$ cat src/rtl/count_checker_pkg.sv
// Shared types and helpers for the count_checker slice.
package count_checker_pkg;

    localparam int unsigned DEF_WIDTH = 8;
    localparam int unsigned DEF_CNT_W = 16;

    typedef enum logic [1:0] {
        IDLE,
        SYNC,
        CHECK,
        DONE
    } state_t;

    // Saturating increment for counters up to 32 bits wide.
    function automatic logic [31:0] sat_inc(input logic [31:0] val, input int unsigned width);
        logic [31:0] max_val;
        max_val = (width >= 32) ? '1 : ((32'd1 << width) - 32'd1);
        return (val >= max_val) ? val : val + 32'd1;
    endfunction

endpackage

$ cat src/rtl/count_checker_sat_counter.sv
// Clearable saturating statistics counter used for samples, mismatches and wraps.
module sat_counter
    import count_checker_pkg::*;
#(
    parameter int unsigned CNT_W = DEF_CNT_W
) (
    input  logic             clk,
    input  logic             async_rst_n,
    input  logic             clear,
    input  logic             inc,
    output logic [CNT_W-1:0] count
);

    always_ff @(posedge clk or negedge async_rst_n) begin
        if (!async_rst_n) begin
            count <= '0;
        end else if (clear) begin
            count <= '0;
        end else if (inc) begin
            count <= CNT_W'(sat_inc(32'(count), CNT_W));
        end
    end

endmodule

$ cat config.mk
export PLATFORM = sky130hd
export DESIGN_NAME = sat_counter
export DESIGN_NICKNAME = d
export VERILOG_FILES = /design/src/rtl/count_checker_pkg.sv /design/src/rtl/count_checker_sat_counter.sv
export SDC_FILE = /design/constraint.sdc
export NUM_CORES = 1
export LEC_CHECK = 0
export BUFFER_PORTS_ARGS = -buffer_cell sky130_fd_sc_hd__clkbuf_2
export CAP_MARGIN = 15
export CORE_MARGIN = 8
export CORE_UTILIZATION = 51
export DETAILED_ROUTE_END_ITERATION = 10
export GPL_TIMING_DRIVEN = 0
export PLACE_DENSITY = 0.75
export SLEW_MARGIN = 20
export SYNTH_ARGS = -nofsm -noshare
export SYNTH_HDL_FRONTEND = slang
export SYNTH_SLANG_ARGS = --single-unit
$ cat constraint.sdc
create_clock -name clk -period 2.3 [get_ports clk]
set_input_delay 0.23 -clock clk [delete_from_list [all_inputs] [get_ports clk]]
set_output_delay 0.23 -clock clk [all_outputs]
set_load 0.03 [all_outputs]
# After elaboration in Yosys (flattened, before gate mapping)
# Cells that the tools add are included.
dict set report totals {
  output_inout_bits 16
  memories 0
  input_bits 4
  rom_bits 0
  mem_bits_rw 0
  ff_bits 16
  latch_bits 0
}
dict set report op_classes {
  mux 3
  n_addsub 1
  bitwise_logic 0
  n_reduce_logical 2
  n_div 0
  n_mul 0
  eq_ne 1
  order_cmp 1
  shifts 0
}
# op count
set op_table {}
lappend op_table {{two-way mux 16 bit} 3}
lappend op_table {{adder 16 x 1 -> 16 bit (second input constant)} 1}
lappend op_table {{greater-or-equal comparator 16 bit (second input constant)} 1}
lappend op_table {{inequality test 2 bit (second input constant)} 1}
lappend op_table {{AND reduction 2 bit} 1}
lappend op_table {{nonzero test 2 bit} 1}

# Logic depth before layout (Yosys ltp)
# Gate-level depths: netlist of run 1.
dict set report logic_depth {
  word_depth 4
  mapped_depth 7
}

# Worst setup path before layout of run 1
# No wires, ideal clock.
dict set report synth_timing {
  kind {register to register}
  from {register count[0]}
  to {register count[1]}
  stages_incl_launch_ff 8
  path_slack_ns 0.373
  arrival_ns 1.797
  required_time_ns 2.171
  path_buffers 1
  setup_time_ns 0.129
  path_cell_list {dfrtp_1 -> ha_1 -> nand2_1 -> or3_1 -> buf_6 -> o21ai_4 -> mux2i_1 -> nor2_2}
}
dict set report synth_between {
  elab_chain_cells 4
  word_cells_on_any_way 7
  cone_classes {add/sub: 1; order compare: 1; eq/ne: 1; mux: 3; reduce/logical: 1}
}
# item line_no
set synth_rtl {}
lappend synth_rtl {{start, declared} count_checker_sat_counter.sv:11} ;# output logic [CNT_W-1:0] count
lappend synth_rtl {{start signal, assigned} count_checker_sat_counter.sv:20} ;# count <= CNT_W'(sat_inc(32'(count), CNT_W));
lappend synth_rtl {{adder 16 x 1 -> 16 bit} count_checker_pkg.sv:18} ;# return (val >= max_val) ? val : val + 32'd1;
lappend synth_rtl {{two-way mux 16 bit} count_checker_pkg.sv:18}
lappend synth_rtl {{two-way mux 16 bit} count_checker_sat_counter.sv:19} ;# end else if (inc) begin
lappend synth_rtl {{two-way mux 16 bit} count_checker_sat_counter.sv:17} ;# end else if (clear) begin
# Several ways; a longest one is shown, not always the timed one. The select of a mux whose other input is x is not followed.
# A chain may end at the register's enable or synchronous reset.

# Worst setup path in the final report of run 1
dict set report layout_timing {
  from {register count[0]}
  to {register count[7]}
}
# Same word-level chain as after synthesis.

==> impl_summary.txt, run 1 <==
----------------------------------------------------
[Worst setup path]
  Worst Setup End Kind ... flip-flop
  Worst Path Required ... 2520 ps
  Critical setup path kind ... reg2reg
  Worst-path fanout max ... 10
  Flop2flop setup slack ... ~420 ps
  Reg2Reg Launch Point ... count[0]$_DFFE_PN0P_
  Path depth of the worst reg2reg path ... 7
  Critical path data arrival time ... 2100 ps
  Startpoint type of the worst setup path ... flip-flop
  End of the worst register-to-register path ... count[7]$_DFFE_PN0P_

[Clock tree]
  CTS Buf Count ... 3
  CTS tree ... built
  Clock-pin slew on the worst setup and hold paths ... 90 ps
  Number of buffers inserted to repair setup after CTS ... 0
  Clock root cell ... clkbuf_4
  CTS Hold Buffers Added ... 1
  Sinks on the clock net ... 16
  # H-tree levels ... 1
  Buffer depth of the longest clock path ... 2
  Clk Latency, worst-skew pair ... just under 300 ps
  Quantity of gates resized following cts ... 0

[Place]
  Count of port buffers added during placement ... 18
  Final RePlAce weighted congestion ... between 0.8 and 0.9
  Sum of net half-perimeters after detailed placement ... between 1000 and 1500 um

[Pwr]
  Leakage power total ... 0.461 nW
  Sequential power share ... 61.2%
  Switching power as a share of total power ... roughly a quarter
  Portion of total power attributed to the clock network ... between 30% and 40%
  Worst vdd rail ir drop ... 318 uV
  Cell internal pwr ... 356 uW
  Power density relative to cell area ... approximately 460 nW/um^2
  P_sw ... 116 uW
  Overall power of the completed layout ... 472 uW
  Gate power share ... 7.9%

[Logic synthesis]
  Top cell type by total area after synthesis ... dfrtp_1
  Sequential element share of the synthesized area ... 45.5%
  Area share of and/or/nand/nor cells after synthesis ... 29.0%
  Number of cells produced by synthesis ... between 90 and 100
  Most used standard cell by instance count after synthesis ... nor2_1
  Share of synthesized cell area in full adder, half adder and majority cells ... 1.42%
  Number of nets in the synthesized netlist ... 96
  Mux contribution to synthesized area ... 1.14%
  Post-synthesis sequential element count ... 16
  Number of flops mapped to enable cells by yosys ... 0
  Count of different cell masters after synthesis ... 26
  Syn avg cell area ... about 9.7 um^2
  Most frequent cells after synthesis ... 17 x nor2_1, 16 x dfrtp_1, 9 x xor2_1, 7 x nand4_1
  Number of warning messages in the yosys log ... 0
  Compound-gate portion of the synthesized area ... 6.40%
  Dominant cells by area after synthesis ... dfrtp_1 46%, xor2_1 9.0%, nor2_1 7.3%
  Xor and xnor area share after synthesis ... 13.9%
  Leading register cell type out of synthesis ... dfrtp_1
  Cell area after synthesis ... 880 um^2
  Share of flip-flops with an asynchronous set or reset after synthesis ... 100%
  Fraction of synthesized cell area taken by the top area cell type ... 45.5%
  Combinational family with the most area after synthesis ... simple AND/OR/NAND/NOR gates

[Final layout]
  Proportion of layout cells with a drive suffix above 1 ... 23.0%
  Flip-flop count of the largest register after layout ... 16
  Footprint of the multi-input gates ... 457 um^2
  Filler Cell Count ... 166
  Largest registers ... count x16
  Register area ... ~400 um^2
  Antenna diode count ... 0
  Area grow syn2layout ... 16.4%
  Number of nets in the layout ... 120
  Most flop-heavy register ... count

[Min path]
  End of the worst hold path ... count[10]$_DFFE_PN0P_
  Hold path cells ... 2
  Worst hold path startpoint ... clear
  Type of the tightest min-delay check ... in2reg

[Timing]
  Max Transition Viols Final ... 0
  Max Clk Rate ... 531 MHz
  Final setup violation count ... 0
  Final clock period utilization by the worst path ... 81.8%
  Final number of hold-violating endpoints ... 0
  Least-Margin Pin Slew ... 471 ps
  Relative slew slack ... 68.6%
  Unrepaired setup endpoints after global routing ... no
  Clock tree skew after final layout ... 1.76 ps
  Final min period ... 1880 ps
  Post-Route Setup TNS ... 0 ps

[Global route]
  Global-route wire length before repair ... 3210 um
  Vias in the first global route ... roughly 770
  Overall overflow remaining after global route ... 0
  Total routing usage reported by global routing ... 12.2%
  Largest net degree at the start of global routing ... 17
  Initial antenna violation count ... 0

[Routing]
  Detailed-router iteration count before antenna repair ... 4
  WL/cell ... 14.3 um
  Remaining number of nets flagged by the antenna check after routing ... 0
  Routed wire length ... around 1900 um
  Initial drt markers ... 13
  DRC violation count after routing ... 0
  Mean number of vias per cell ... 5.82
  Vias ... 756

[Outcome]
  Outcome ... finished clean

[Floorplanning]
  Count of boundary I/O pins ... 20
  Initial cell density of the core ... 52.7%
  Placeable core area ... 1670 um^2
  Die extent in y ... 57.5 um
  Die area ... 3310 um^2
  Row cnt ... 15
  Width of the die ... 57.5 um

[Job]
  # Max-Cap Violations ... 0

----------------------------------------------------
-- power groups by stage --
stage | sequential (mW) | combinational (mW) | clock (mW)
after floorplan | 0.301 | 0.0135 | 0
after global placement | 0.294 | 0.0363 | 0
after detailed placement | 0.294 | 0.0367 | 0
after CTS | 0.289 | 0.0382 | 0.152
after global routing | 0.289 | 0.0431 | 0.154
final | 0.289 | 0.0375 | 0.146
-- logic make-up (layout without fill, tap and decap cells) --
logic type,Yosys count,in the layout
adder cells (fa/ha/maj),1,1
XOR/XNOR,14,14
AO/OA/AOI/OAI,8,8
flip-flops,16,16
AND/OR/NAND/NOR,47,47
multiplexers,1,1
buffers and inverters,4,26
-- worst max path at each step --
stage | startpoint | end | slack (ps) | cells after the start
2_1_floorplan | count[0]$_DFFE_PN0P_ | count[1]$_DFFE_PN0P_ | 370 | 7
3_3_place_gp | count[0]$_DFFE_PN0P_ | count[7]$_DFFE_PN0P_ | 460 | 7
3_5_place_dp | count[0]$_DFFE_PN0P_ | count[7]$_DFFE_PN0P_ | 430 | 7
6_report | count[0]$_DFFE_PN0P_ | count[7]$_DFFE_PN0P_ | 420 | 7
5_1_grt | count[0]$_DFFE_PN0P_ | count[1]$_DFFE_PN0P_ | 270 | 7
4_1_cts | count[0]$_DFFE_PN0P_ | count[7]$_DFFE_PN0P_ | 420 | 7
-- layout make-up --
type	instances	share of cell area, %
multi-input cells	71	44.6
flip-flops and latches	16	39.1
repair buffers	19	9.78
clock buffers	3	2.20
plain buffers	4	2.20
well taps	17	2.08
-- critical path, cell delays in order (launching register included) --
cell and delay [ps]:
dfrtp_1 420, ha_1 230, nand2_1 190, or3_1 150, buf_6 140, o21ai_4 80
or3_2 450, a21oi_1 150
-- layer usage --
layer  GRT usage, %  vias up  wire length, um
met1           14.0      362              824
met4           8.57        0               43
met3           2.69        5              100
met2           19.6       22              887
met5              0        -                0
li1               -      367                -
-- per-stage QoR --
step / utilization (%) / hold slack, ps / worst slack (ps) / cell area [um^2] / std cells
after global placement: 59.3 / 173 / 460 / 991 / 126
after floorplan: - / -65.6 / 373 / 880 / 91
final: 61.3 / 257 / 418 / 1020 / 130
after CTS: 61.3 / 262 / 416 / 1020 / 130
after global routing: 61.3 / 300 / 267 / 1020 / 130
after detailed placement: 59.3 / 177 / 433 / 991 / 126
-- placed cells by master (no fill, tap or decap) --
| cell type | n |
|---|---|
| nand4_1 | 7 |
| buf_1 | 1 |
| nor2_1 | 17 |
| nand3_4 | 1 |
| and4_1 | 2 |
| mux2i_1 | 1 |
| o211ai_1 | 2 |
| and3_1 | 4 |
| or3_1 | 1 |
| dlygate4sd3_1 | 1 |
| xnor2_1 | 5 |
| buf_6 | 1 |
| and2_1 | 1 |
| a21oi_1 | 1 |
| nor3_1 | 1 |
| clkbuf_1 | 2 |
| o21ai_1 | 4 |
| o21ai_4 | 1 |
| nand2_1 | 5 |
| or3_2 | 1 |
| clkbuf_4 | 3 |
| xor2_1 | 9 |
| nand3_1 | 2 |
| nor4_1 | 2 |
| nor2_2 | 1 |
| nor3b_1 | 2 |
| ha_1 | 1 |
| dfrtp_1 | 16 |
| clkbuf_2 | 18 |
(Power assumes the default switching activity.)
==> run 2: changes to the inputs <==
Settings changed: CORE_UTILIZATION 51 to 46, PLACE_DENSITY 0.75 to 0.71.
Clock period 2.3 ns to 1.7 ns, I/O delays scaled along.
==> impl_summary.txt, run 2 (synthesized netlist as in run 1, its figures left out) <==
----------------------------------------------------
[Outcome]
  Outcome ... finished clean

[Worst setup path]
  End of the worst register-to-register path ... count[13]$_DFFE_PN0P_
  Worst Path Required ... 1860 ps
  Slowest library cell on the worst path ... or3_4
  Critical setup path kind ... reg2reg
  Critical path data arrival time ... 1850 ps
  Path depth of the worst reg2reg path ... 7
  Worst Setup End Kind ... flip-flop
  Maximum single-stage delay on the critical path ... roughly 450 ps
  CP cell instances ... ha_4 > nand2_4 > or3_4 > buf_4 > nor3b_1 > xnor2_1 > nor2_1
  Flop2flop setup slack ... 20 ps
  Reg2Reg Launch Point ... count[1]$_DFFE_PN0P_
  Worst-path fanout max ... 8
  Startpoint type of the worst setup path ... flip-flop

[Timing]
  Final min period ... approximately 1700 ps
  Unrepaired setup endpoints after global routing ... yes
  Final number of hold-violating endpoints ... 0
  Max Clk Rate ... 595 MHz
  Final setup violation count ... 0
  Relative slew slack ... 68.2%
  Max Transition Viols Final ... 0
  Least-Margin Pin Slew ... 477 ps
  Clock tree skew after final layout ... 4.24 ps
  Final clock period utilization by the worst path ... between 90% and 100%

[Final layout]
  Most flop-heavy register ... count
  Flip-flop count of the largest register after layout ... 16
  Register area ... 412 um^2
  Footprint of the multi-input gates ... 483 um^2
  Largest registers ... count x16
  Final instance count without filler cells ... ~150
  Commonest non-fill, non-tap cell in the layout ... clkbuf_2
  Antenna diode count ... 0
  Number of nets in the layout ... 128
  Top library cells by usage in the layout, fill and taps aside ... 18 x clkbuf_2, 17 x nor2_1, 10 x buf_4
  Area grow syn2layout ... 30.4%
  Final design area excluding fillers ... 1150 um^2
  Filler Cell Count ... around 180
  Proportion of layout cells with a drive suffix above 1 ... 40.2%

[Global route]
  Global-route wire length before repair ... 3440 um
  Overall overflow remaining after global route ... 0
  Vias in the first global route ... 791
  Initial antenna violation count ... 0
  Total routing usage reported by global routing ... 12.5%
  Largest net degree at the start of global routing ... 17

[Floorplanning]
  Initial cell density of the core ... 46.7%
  Count of boundary I/O pins ... 20
  Placeable core area ... 1880 um^2
  Die extent in y ... 59.7 um
  Width of the die ... roughly 60 um
  Die area ... 3570 um^2
  Row cnt ... 16

[Routing]
  Detailed-router iteration count before antenna repair ... 4
  Initial drt markers ... 9
  Vias ... 757
  Remaining number of nets flagged by the antenna check after routing ... 0
  WL/cell ... ~13 um
  DRC violation count after routing ... 0
  Mean number of vias per cell ... 5.08
  Routed wire length ... 1940 um

[Pwr]
  Power density relative to cell area ... 615 nW/um^2
  Leakage power total ... 0.509 nW
  Worst vdd rail ir drop ... 373 uV

[Clock tree]
  Buffer depth of the longest clock path ... 2
  CTS Buf Count ... 3
  Clock root cell ... clkbuf_4
  CTS tree ... built
  Sinks on the clock net ... 16
  Clock-pin slew on the worst setup and hold paths ... approximately 90 ps
  # H-tree levels ... 1
  Clk Latency, worst-skew pair ... ~290 ps

[Place]
  Placed cells ... 136
  Post-detailed-placement cell area ... 1030 um^2
  Final RePlAce weighted congestion ... 0.810
  Count of port buffers added during placement ... 18
  Sum of net half-perimeters after detailed placement ... 1380 um

[Min path]
  Hold path cells ... 2
  Worst hold path startpoint ... clear
  Type of the tightest min-delay check ... in2reg
  End of the worst hold path ... count[10]$_DFFE_PN0P_

[Job]
  # Max-Cap Violations ... 0

----------------------------------------------------
-- run 2: where the power goes --
group          total, mW  internal (mW)  switching [mW]
combinational     0.0628         0.0233          0.0395
sequential         0.392          0.386         0.00564
clock              0.251          0.131           0.120
total              0.705          0.540           0.165
-- run 2: worst max path at each step --
stage | from | end | slack [ps] | depth (start not counted)
2_1_floorplan | count[0]$_DFFE_PN0P_ | count[1]$_DFFE_PN0P_ | -70 | 7
3_3_place_gp | count[0]$_DFFE_PN0P_ | count[1]$_DFFE_PN0P_ | -20 | 7
3_5_place_dp | count[1]$_DFFE_PN0P_ | count[1]$_DFFE_PN0P_ | -30 | 7
4_1_cts | count[0]$_DFFE_PN0P_ | count[1]$_DFFE_PN0P_ | 7 | 6
5_1_grt | count[1]$_DFFE_PN0P_ | count[1]$_DFFE_PN0P_ | -60 | 6
6_report | count[1]$_DFFE_PN0P_ | count[13]$_DFFE_PN0P_ | 20 | 7
-- run 2: worst max-delay path: cells and delay by family (launching register included) --
kind	cells	cell delay [ps]
and+or+nand+nor	4	710
DFF	1	400
adders and majority gates	1	160
buffers and inverters	1	160
xor gates and xnor gates	1	140
-- run 2: layout make-up --
class	count	share of cell area (%)
multi-input combinational	71	42.1
sequential	16	35.9
timing repair buffer	29	15.3
clock buffer	4	3.16
tap	27	2.94
buffer	2	0.654
-- run 2: per-stage QoR --
step / TNS [ps] / power (mW) / setup WS (ps) / hold slack [ps] / utilization [%]
after global placement: -15.2 / 0.452 / -15.2 / 110 / 55.0
after detailed placement: -41.9 / 0.453 / -32.3 / 116 / 55.0
after CTS: 0 / 0.715 / 6.73 / 187 / 58.7
final: 0 / 0.705 / 19.2 / 186 / 61.0
after floorplan: -130 / 0.431 / -67.3 / -126 / -
after global routing: -127 / 0.747 / -60.1 / 246 / 61.0
-- run 2: repair_timing --
item,in CTS,in global routing
hold endpoints to repair,16,0
hold buffers,1,0
gates resized for setup,1,1
setup endpoints to repair,4,9
setup buffers,4,6
pin swaps,2,5
-- run 2: per-layer routing --
layer / vias to the layer above / track usage, % / share of wire, %
met5: - / 0 / 0
met1: 349 / 15.0 / 44
met2: 18 / 19.8 / 48
li1: 385 / - / -
met4: 0 / 6.12 / 2.2
met3: 5 / 3.44 / 6.3
